[config.mk]
export PLATFORM = sky130hd
export DESIGN_NAME = smc_input_sequencer
export DESIGN_NICKNAME = d
export VERILOG_FILES = /design/src/rtl/smc_input_sequencer.sv
export SDC_FILE = /design/constraint.sdc
export NUM_CORES = 1
export LEC_CHECK = 0
export ABC_AREA = 1
export CAP_MARGIN = 30
export CORE_MARGIN = 5
export CORE_UTILIZATION = 50
export CTS_CLUSTER_SIZE = 40
export DETAILED_ROUTE_END_ITERATION = 6
export GPL_TIMING_DRIVEN = 0
export HOLD_SLACK_MARGIN = 0.15
export PLACE_DENSITY = 0.87
export RECOVER_POWER = 25
export REMOVE_ABC_BUFFERS = 1
export SETUP_SLACK_MARGIN = 0.05
export SYNTH_ARGS = -nofsm -noshare
export SYNTH_HDL_FRONTEND = slang
export SYNTH_SLANG_ARGS = --single-unit
[constraint.sdc]
create_clock -name clk -period 2.7 [get_ports clk]
set_input_delay 0.54 -clock clk [delete_from_list [all_inputs] [get_ports clk]]
set_output_delay 0.54 -clock clk [all_outputs]
set_load 0.005 [all_outputs]
[src/rtl/smc_input_sequencer.sv]
// Front-end sequencer for the SMC datapath: gathers six serial (W, V_GS, V_DS) beats,
// presents them as parallel buses to the combinational core and returns a registered result.
module smc_input_sequencer #(
  parameter int unsigned DW     = 3,
  parameter int unsigned N_SETS = 6,
  parameter int unsigned OW     = 10
) (
  input  logic                 clk,
  input  logic                 rst_n,
  input  logic                 in_valid,
  input  logic [1:0]           mode,
  input  logic [DW-1:0]        W,
  input  logic [DW-1:0]        V_GS,
  input  logic [DW-1:0]        V_DS,
  output logic [1:0]           smc_mode,
  output logic [DW*N_SETS-1:0] smc_w,
  output logic [DW*N_SETS-1:0] smc_vgs,
  output logic [DW*N_SETS-1:0] smc_vds,
  input  logic [OW-1:0]        smc_out_n,
  output logic                 busy,
  output logic                 out_valid,
  output logic [OW-1:0]        out_n
);

  localparam int unsigned CW = (N_SETS > 1) ? $clog2(N_SETS) : 1;

  typedef enum logic [1:0] {IDLE, LOAD, EVAL, OUT} state_t;

  state_t                state_q, state_d;
  logic [CW-1:0]         cnt_q, cnt_d;
  logic [1:0]            mode_q, mode_d;
  logic [DW*N_SETS-1:0]  w_q, w_d;
  logic [DW*N_SETS-1:0]  vgs_q, vgs_d;
  logic [DW*N_SETS-1:0]  vds_q, vds_d;
  logic                  busy_q, busy_d;
  logic                  out_valid_q, out_valid_d;
  logic [OW-1:0]         out_n_q, out_n_d;
  logic                  capture;
  logic [CW-1:0]         sel;

  always_comb begin
    state_d     = state_q;
    cnt_d       = cnt_q;
    mode_d      = mode_q;
    w_d         = w_q;
    vgs_d       = vgs_q;
    vds_d       = vds_q;
    out_valid_d = 1'b0;
    out_n_d     = '0;
    capture     = 1'b0;
    sel         = cnt_q;

    unique case (state_q)
      IDLE: begin
        if (in_valid) begin
          capture = 1'b1;
          sel     = '0;
          mode_d  = mode;
          cnt_d   = CW'(1);
          state_d = LOAD;
        end
      end
      LOAD: begin
        if (in_valid) begin
          capture = 1'b1;
          if (cnt_q == CW'(N_SETS - 1)) begin
            cnt_d   = '0;
            state_d = EVAL;
          end else begin
            cnt_d = cnt_q + 1'b1;
          end
        end else begin
          // Gap in the stream: drop the partial pattern; stale sets get overwritten next time.
          cnt_d   = '0;
          state_d = IDLE;
        end
      end
      EVAL: begin
        out_valid_d = 1'b1;
        out_n_d     = smc_out_n;
        state_d     = OUT;
      end
      OUT: begin
        state_d = IDLE;
      end
      default: begin
        state_d = IDLE;
        cnt_d   = '0;
      end
    endcase

    if (capture) begin
      for (int unsigned k = 0; k < N_SETS; k++) begin
        if (CW'(k) == sel) begin
          w_d[DW*k +: DW]   = W;
          vgs_d[DW*k +: DW] = V_GS;
          vds_d[DW*k +: DW] = V_DS;
        end
      end
    end

    busy_d = (state_d != IDLE);
  end

  always_ff @(posedge clk or negedge rst_n) begin
    if (!rst_n) begin
      state_q     <= IDLE;
      cnt_q       <= '0;
      mode_q      <= '0;
      w_q         <= '0;
      vgs_q       <= '0;
      vds_q       <= '0;
      busy_q      <= 1'b0;
      out_valid_q <= 1'b0;
      out_n_q     <= '0;
    end else begin
      state_q     <= state_d;
      cnt_q       <= cnt_d;
      mode_q      <= mode_d;
      w_q         <= w_d;
      vgs_q       <= vgs_d;
      vds_q       <= vds_d;
      busy_q      <= busy_d;
      out_valid_q <= out_valid_d;
      out_n_q     <= out_n_d;
    end
  end

  assign smc_mode  = mode_q;
  assign smc_w     = w_q;
  assign smc_vgs   = vgs_q;
  assign smc_vds   = vds_q;
  assign busy      = busy_q;
  assign out_valid = out_valid_q;
  assign out_n     = out_n_q;

endmodule

==> results_dict.tcl, run 1 <==
set metrics [dict create \
    finalClockSkew_ns 0.006191 \
    yosysTopAreaCell "dfrtp_1" \
    worstReg2RegStart "cnt_q[0]" \
    core_area_um2 5921 \
    dieHeight_um 88.05 \
    design_area_um2 4227 \
    cts_tree "yes" \
    synth_cells 333 \
    setup_viol 0 \
    fp-row-count 28 \
    detail-route-antenna-nets 0 \
    io_pins 92 \
    diodes 0 \
    ys_warn_count 0 \
    ys_seq_elements 73 \
    die_w_um 88.05 \
    ys_seq_area_share_pct 59.98 \
    path_class "reg -> reg" \
    status "complete, but fails checks" \
    cp_max_fo 19 \
    finalCritPeriodShare_pct 75.92 \
    cp.required_ns 2.92 \
    via_per_inst 4.913 \
    die-area_um2 7752 \
    initial_utilization_pct 51.44 \
    holdCritPathClass "reg -> reg" \
    gp_congestion 0.8320 \
    powerDensity_nw_per_um2 949.8 \
    min_delay_path_depth 2 \
    worst-r2r-setup-slack_ns 0.65 \
    drt_iter0_markers 147 \
    cts-buffers-inserted 9 \
    grt_pass1_vias 2508 \
    finalHoldViolations 0 \
    cts_resized 0 \
    portBuffers 91 \
    clkTransAtPathRegs_ns 0.08 \
    cp-end-kind "flop" \
    postCtsHoldBufs 0 \
    syn_area_um2 3045 \
    clock-root-buffer "clkbuf_8" \
    htreeDepth 3 \
    whs_endpoint "smc_vds[4]" \
    wirelength_mm 7.675 \
    fin_util_pct 71.39 \
    worst_pin_slew_ns 1.728 \
    clock_path_buffers 2 \
    netlist_top_cells_count "113 x nand2_1, 73 x dfrtp_1, 44 x inv_1" \
    clock_latency_ns 0.34 \
    nets 450 \
    ys_types 20 \
    netlist.area_leader.share_pct 59.98 \
    num_vias 2486 \
    synth_ff_type "dfrtp_1" \
    dp_hpwl_mm 5.408 \
    grt_max_degree 74 \
    rsz0062_at_grt "false" \
    maxCapViolations 1 \
    fin_ws_ns 0.6502 \
    async_reset_ff_share_pct 100.0 \
    max_freq_mhz 487.9 \
    violations "capacitance limit, slew limit" \
    clock-sinks 73 \
    setup_tns_ns 0 \
    arrival_ns 2.27 \
    area_delta_synth_final_pct 38.78 \
    drc 0 \
    wl_per_cell_um 15.17 \
    hold_start "smc_vds[4]" \
    drive_gt1_share_pct 8.585 \
    rr_worst_depth 5 \
    grt_usage_pct 21.71 \
    cp-start-kind "flop" \
    irDropWorstVdd_mv 0.5836 \
    synth_area_leaders "dfrtp_1 60%, nand2_1 14%, inv_1 5.4%, nand3_1 5.1%, o21bai_1 4.4%" \
    pre_cts_ws_ns 0.3334 \
    synth_edf_count 0 \
    grt_overflow_total 0 \
    firstDrtPassIters 4 \
    grt_pass1_wl_mm 12.48 \
    cts_setup_buffers 0 \
    total_power_uw 4015 \
    placed_area_um2 3986 \
    reg2reg_to "smc_vds[17]" \
    relSlewSlack_pct -15.17 \
    synth.most_common_cell "nand2_1" \
    post_synth.cell_area_avg_um2 9.145 \
    antenna_found_initial 0 \
    p_leak_uw 0.002111 \
    maxSlewViolCount 74 \
    min_period_ns 2.050 \
]
==> per-layer routing <==
metal	track usage (%)	vias to the layer above	routed length, um
met4	10.58	0	154
li1	-	1213	-
met3	3.387	11	315
met2	36.58	62	4029
met5	0	-	0
met1	27.39	1200	3176
==> critical path: stages (launching register included) <==
cell	delay [ns]
dfrtp_1	0.48
inv_1	0.12
nor2_1	0.60
nand3_2	0.47
nand2_1	0.20
o21ai_2	0.06
==> sequential cells by signal (all words and copies together) (netlist names) <==
| register | cells |
|---|---|
| cnt_q | 3 |
| out_n | 10 |
| smc_vds | 18 |
| smc_vgs | 18 |
| smc_mode | 2 |
| out_valid | 1 |
| state_q | 2 |
| busy | 1 |
| smc_w | 18 |
==> per-stage QoR <==
stage	hold slack (ns)	std cells
6_report	0.4765	506
5_1_grt	0.4954	506
2_1_floorplan	0.2444	324
4_1_cts	0.3422	506
3_3_place_gp	0.4551	490
3_5_place_dp	0.4585	490
==> cell type report <==
class / count / area [um^2]
Sequential cell: 73 / 1827
Fill cell: 455 / 1694
Multi-Input combinational cell: 206 / 988.4
Timing Repair Buffer: 91 / 905.9
Inverter: 45 / 168.9
Clock buffer: 9 / 123.9
Clock inverter: 7 / 118.9
Tap cell: 75 / 93.84
==> worst max path at each step <==
| stage | endpoint | slack (ns) | from |
|---|---|---|---|
| global placement | smc_vds[12] | -1.26 | rst_n |
| global route | smc_vgs[15] | 0.50 | cnt_q[0] |
| detailed placement | smc_w[0] | 0.33 | in_valid |
| floorplan | smc_vds[17] | 1.07 | cnt_q[0] |
| CTS | smc_vds[17] | 0.66 | cnt_q[0] |
| finish | smc_vds[17] | 0.65 | cnt_q[0] |
==> power by group <==
part | total (uW) | internal, uW | switching, uW
registers | 1640 | 1430 | 211
clock network | 1030 | 613 | 412
logic | 1350 | 786 | 562
total | 4010 | 2830 | 1190
==> kinds of logic (layout without fill, tap and decap cells) <==
group,after synthesis,after routing,share of synthesized area [%]
AND/OR/NAND/NOR,172,172,24.57
flip-flops,73,73,59.98
buffers and inverters,54,152,7.559
AO/OA/AOI/OAI,34,34,7.888
==> placed cells by master (no fill, tap or decap) <==
| cell | n |
|---|---|
| clkdlybuf4s50_1 | 90 |
| nand3_1 | 31 |
| bufinv_16 | 3 |
| nand2_1 | 113 |
| inv_1 | 44 |
| nor2_2 | 1 |
| nand2_2 | 5 |
| a21oi_2 | 1 |
| nor2_4 | 4 |
| nor2_1 | 15 |
| clkbuf_8 | 9 |
| dfrtp_1 | 73 |
| clkinv_4 | 1 |
| o21ai_1 | 6 |
| o21bai_1 | 18 |
| clkinv_2 | 1 |
| inv_2 | 1 |
| o21ai_0 | 3 |
| o21a_1 | 1 |
| o21ai_2 | 5 |
| clkbuf_2 | 1 |
| clkinvlp_4 | 2 |
| nand3_2 | 3 |
Note: power is estimated with default switching activity, not from simulation.
==> inputs of run 2 (changes only) <==
CORE_UTILIZATION = 47   (was 50)
PLACE_DENSITY = 0.83   (was 0.87)
clock period = 2.05 ns   (was 2.7 ns; I/O delays follow)
==> run 2 against run 1 <==
Compared with the run above: the run still ends with capacitance limit, slew limit left; non-clock buffer count did not move; final cell count rose by 0.20%; core utilization fell by 5.2 points.
==> results_dict.tcl, run 2 (same netlist as run 1, synthesis figures left out) <==
set metrics [dict create \
    gp_congestion 0.7750 \
    clock-root-buffer "clkbuf_8" \
    setup_viol 0 \
    cts_tree "yes" \
    grt_max_degree 74 \
    via_per_inst 4.937 \
    fin_ws_ns 0.2137 \
    num-fill-cells 538 \
    powerDensity_nw_per_um2 1201 \
    cp_max_fo 20 \
    maxSlewViolCount 74 \
    p_leak_uw 0.002087 \
    violations "capacitance limit, slew limit" \
    clock_latency_ns 0.34 \
    cp-end-kind "flop" \
    io_pins 92 \
    wirelength_mm 7.699 \
    fp-row-count 29 \
    holdCritPathClass "reg -> reg" \
    wl_per_cell_um 15.19 \
    diodes 0 \
    min_period_ns 1.836 \
    worst_pin_slew_ns 1.787 \
    path_class "in -> reg" \
    grt_overflow_total 0 \
    die_w_um 90.50 \
    nets 450 \
    rr_worst_depth 5 \
    finalCritPeriodShare_pct 89.58 \
    die-area_um2 8189 \
    portBuffers 91 \
    clkTransAtPathRegs_ns 0.07 \
    drive_gt1_share_pct 8.605 \
    finalHoldViolations 0 \
    rsz0062_at_grt "true" \
    status "complete, but fails checks" \
    most-common-layout-cells "113 x nand2_1, 90 x clkdlybuf4s50_1, 73 x dfrtp_1, 44 x inv_1, 31 x nand3_1" \
    cp.required_ns 2.28 \
    final_common_cell "nand2_1" \
    grt_usage_pct 19.35 \
    area_delta_synth_final_pct 37.26 \
    antenna_found_initial 0 \
    finalClockSkew_ns 0.008299 \
    drt_iter0_markers 142 \
    irDropWorstVdd_mv 0.6744 \
    clock_path_buffers 2 \
    arrival_ns 2.06 \
    pre_cts_ws_ns -0.1304 \
    maxCapViolations 1 \
    detail-route-antenna-nets 0 \
    relSlewSlack_pct -19.13 \
    num_vias 2503 \
    cp-start-kind "input pin" \
    hold_ws_ns 0.4745 \
    initial_utilization_pct 48.24 \
    drc 0 \
    core_area_um2 6314 \
    firstDrtPassIters 4 \
    postCtsHoldBufs 0 \
    grt_pass1_vias 2583 \
    htreeDepth 3 \
    dieHeight_um 90.50 \
    min_delay_path_depth 2 \
    dp_hpwl_mm 5.494 \
    cts-buffers-inserted 9 \
    clock-sinks 73 \
    max_freq_mhz 544.6 \
    grt_pass1_wl_mm 12.63 \
]
-- run 2: cell count changes in the layout (fill, tap and decap cells not counted) --
cell / before / now
nand3_2: 3 / 2
bufinv_16: 3 / 1
clkinv_2: 1 / 3
nor2_1: 15 / 14
nor2_2: 1 / 2
clkinv_4: 1 / 0
nand3_4: 0 / 1
-- run 2: metal layers --
metal  wire [um]  track usage, %  up-vias
met5           0               0        -
met4         152           8.561        0
met3         367           3.917       13
met2        3941           32.08       64
met1        3238           24.35     1207
li1            -               -     1219
-- run 2: layout make-up --
type / instances / area [um^2] / area share (%)
Multi-Input combinational cell: 206 / 998.5 / 23.89
Timing Repair Buffer: 91 / 905.9 / 21.67
Inverter: 45 / 168.9 / 4.041
Clock inverter: 6 / 60.06 / 1.437
Sequential cell: 73 / 1827 / 43.70
Tap cell: 77 / 96.34 / 2.305
Clock buffer: 9 / 123.9 / 2.963
-- run 2: through the flow --
step	area [um^2]	cells	util, %	TNS [ns]	total power [uW]
global placement	3991	492	63.22	-136.07	3905
finish	4180	507	66.21	0	5020
detailed placement	3989	492	63.18	-4.284	3990
global route	4180	507	66.21	0	5345
floorplan	2984	324	-	0	2807
CTS	4175	507	66.13	0	5065
-- run 2: path summary, 6_finish.rpt --
path | from | endpoint | slack (ns)
min in group asynchronous | rst_n | smc_mode[1] | 0.55
setup / recovery | in_valid | smc_vds[13] | 0.21
setup reg to reg | cnt_q[0] | smc_vgs[15] | 0.26
hold / removal | smc_w[12] | smc_w[12] | 0.47
max in group asynchronous | rst_n | smc_w[12] | 0.44
hold reg to reg | smc_w[12] | smc_w[12] | 0.47
-- run 2: what timing repair did --
action / CTS / global route
gates resized for setup: 1 / 1
buffers inserted: 0 / 0
gates cloned: 0 / 0
endpoints found under the setup margin: 7 / 5
-- run 2: critical path, stage by stage --
cell and delay, ns:
clkdlybuf4s50_1 0.64, nand2_2 0.18, o21ai_2 0.36, nand2_2 0.27
nand2_1 0.12, nand2_1 0.06
-- run 2: power by group --
group          switching [uW]  internal [uW]
combinational             748           1040
sequential                284           1880
clock                     518            549
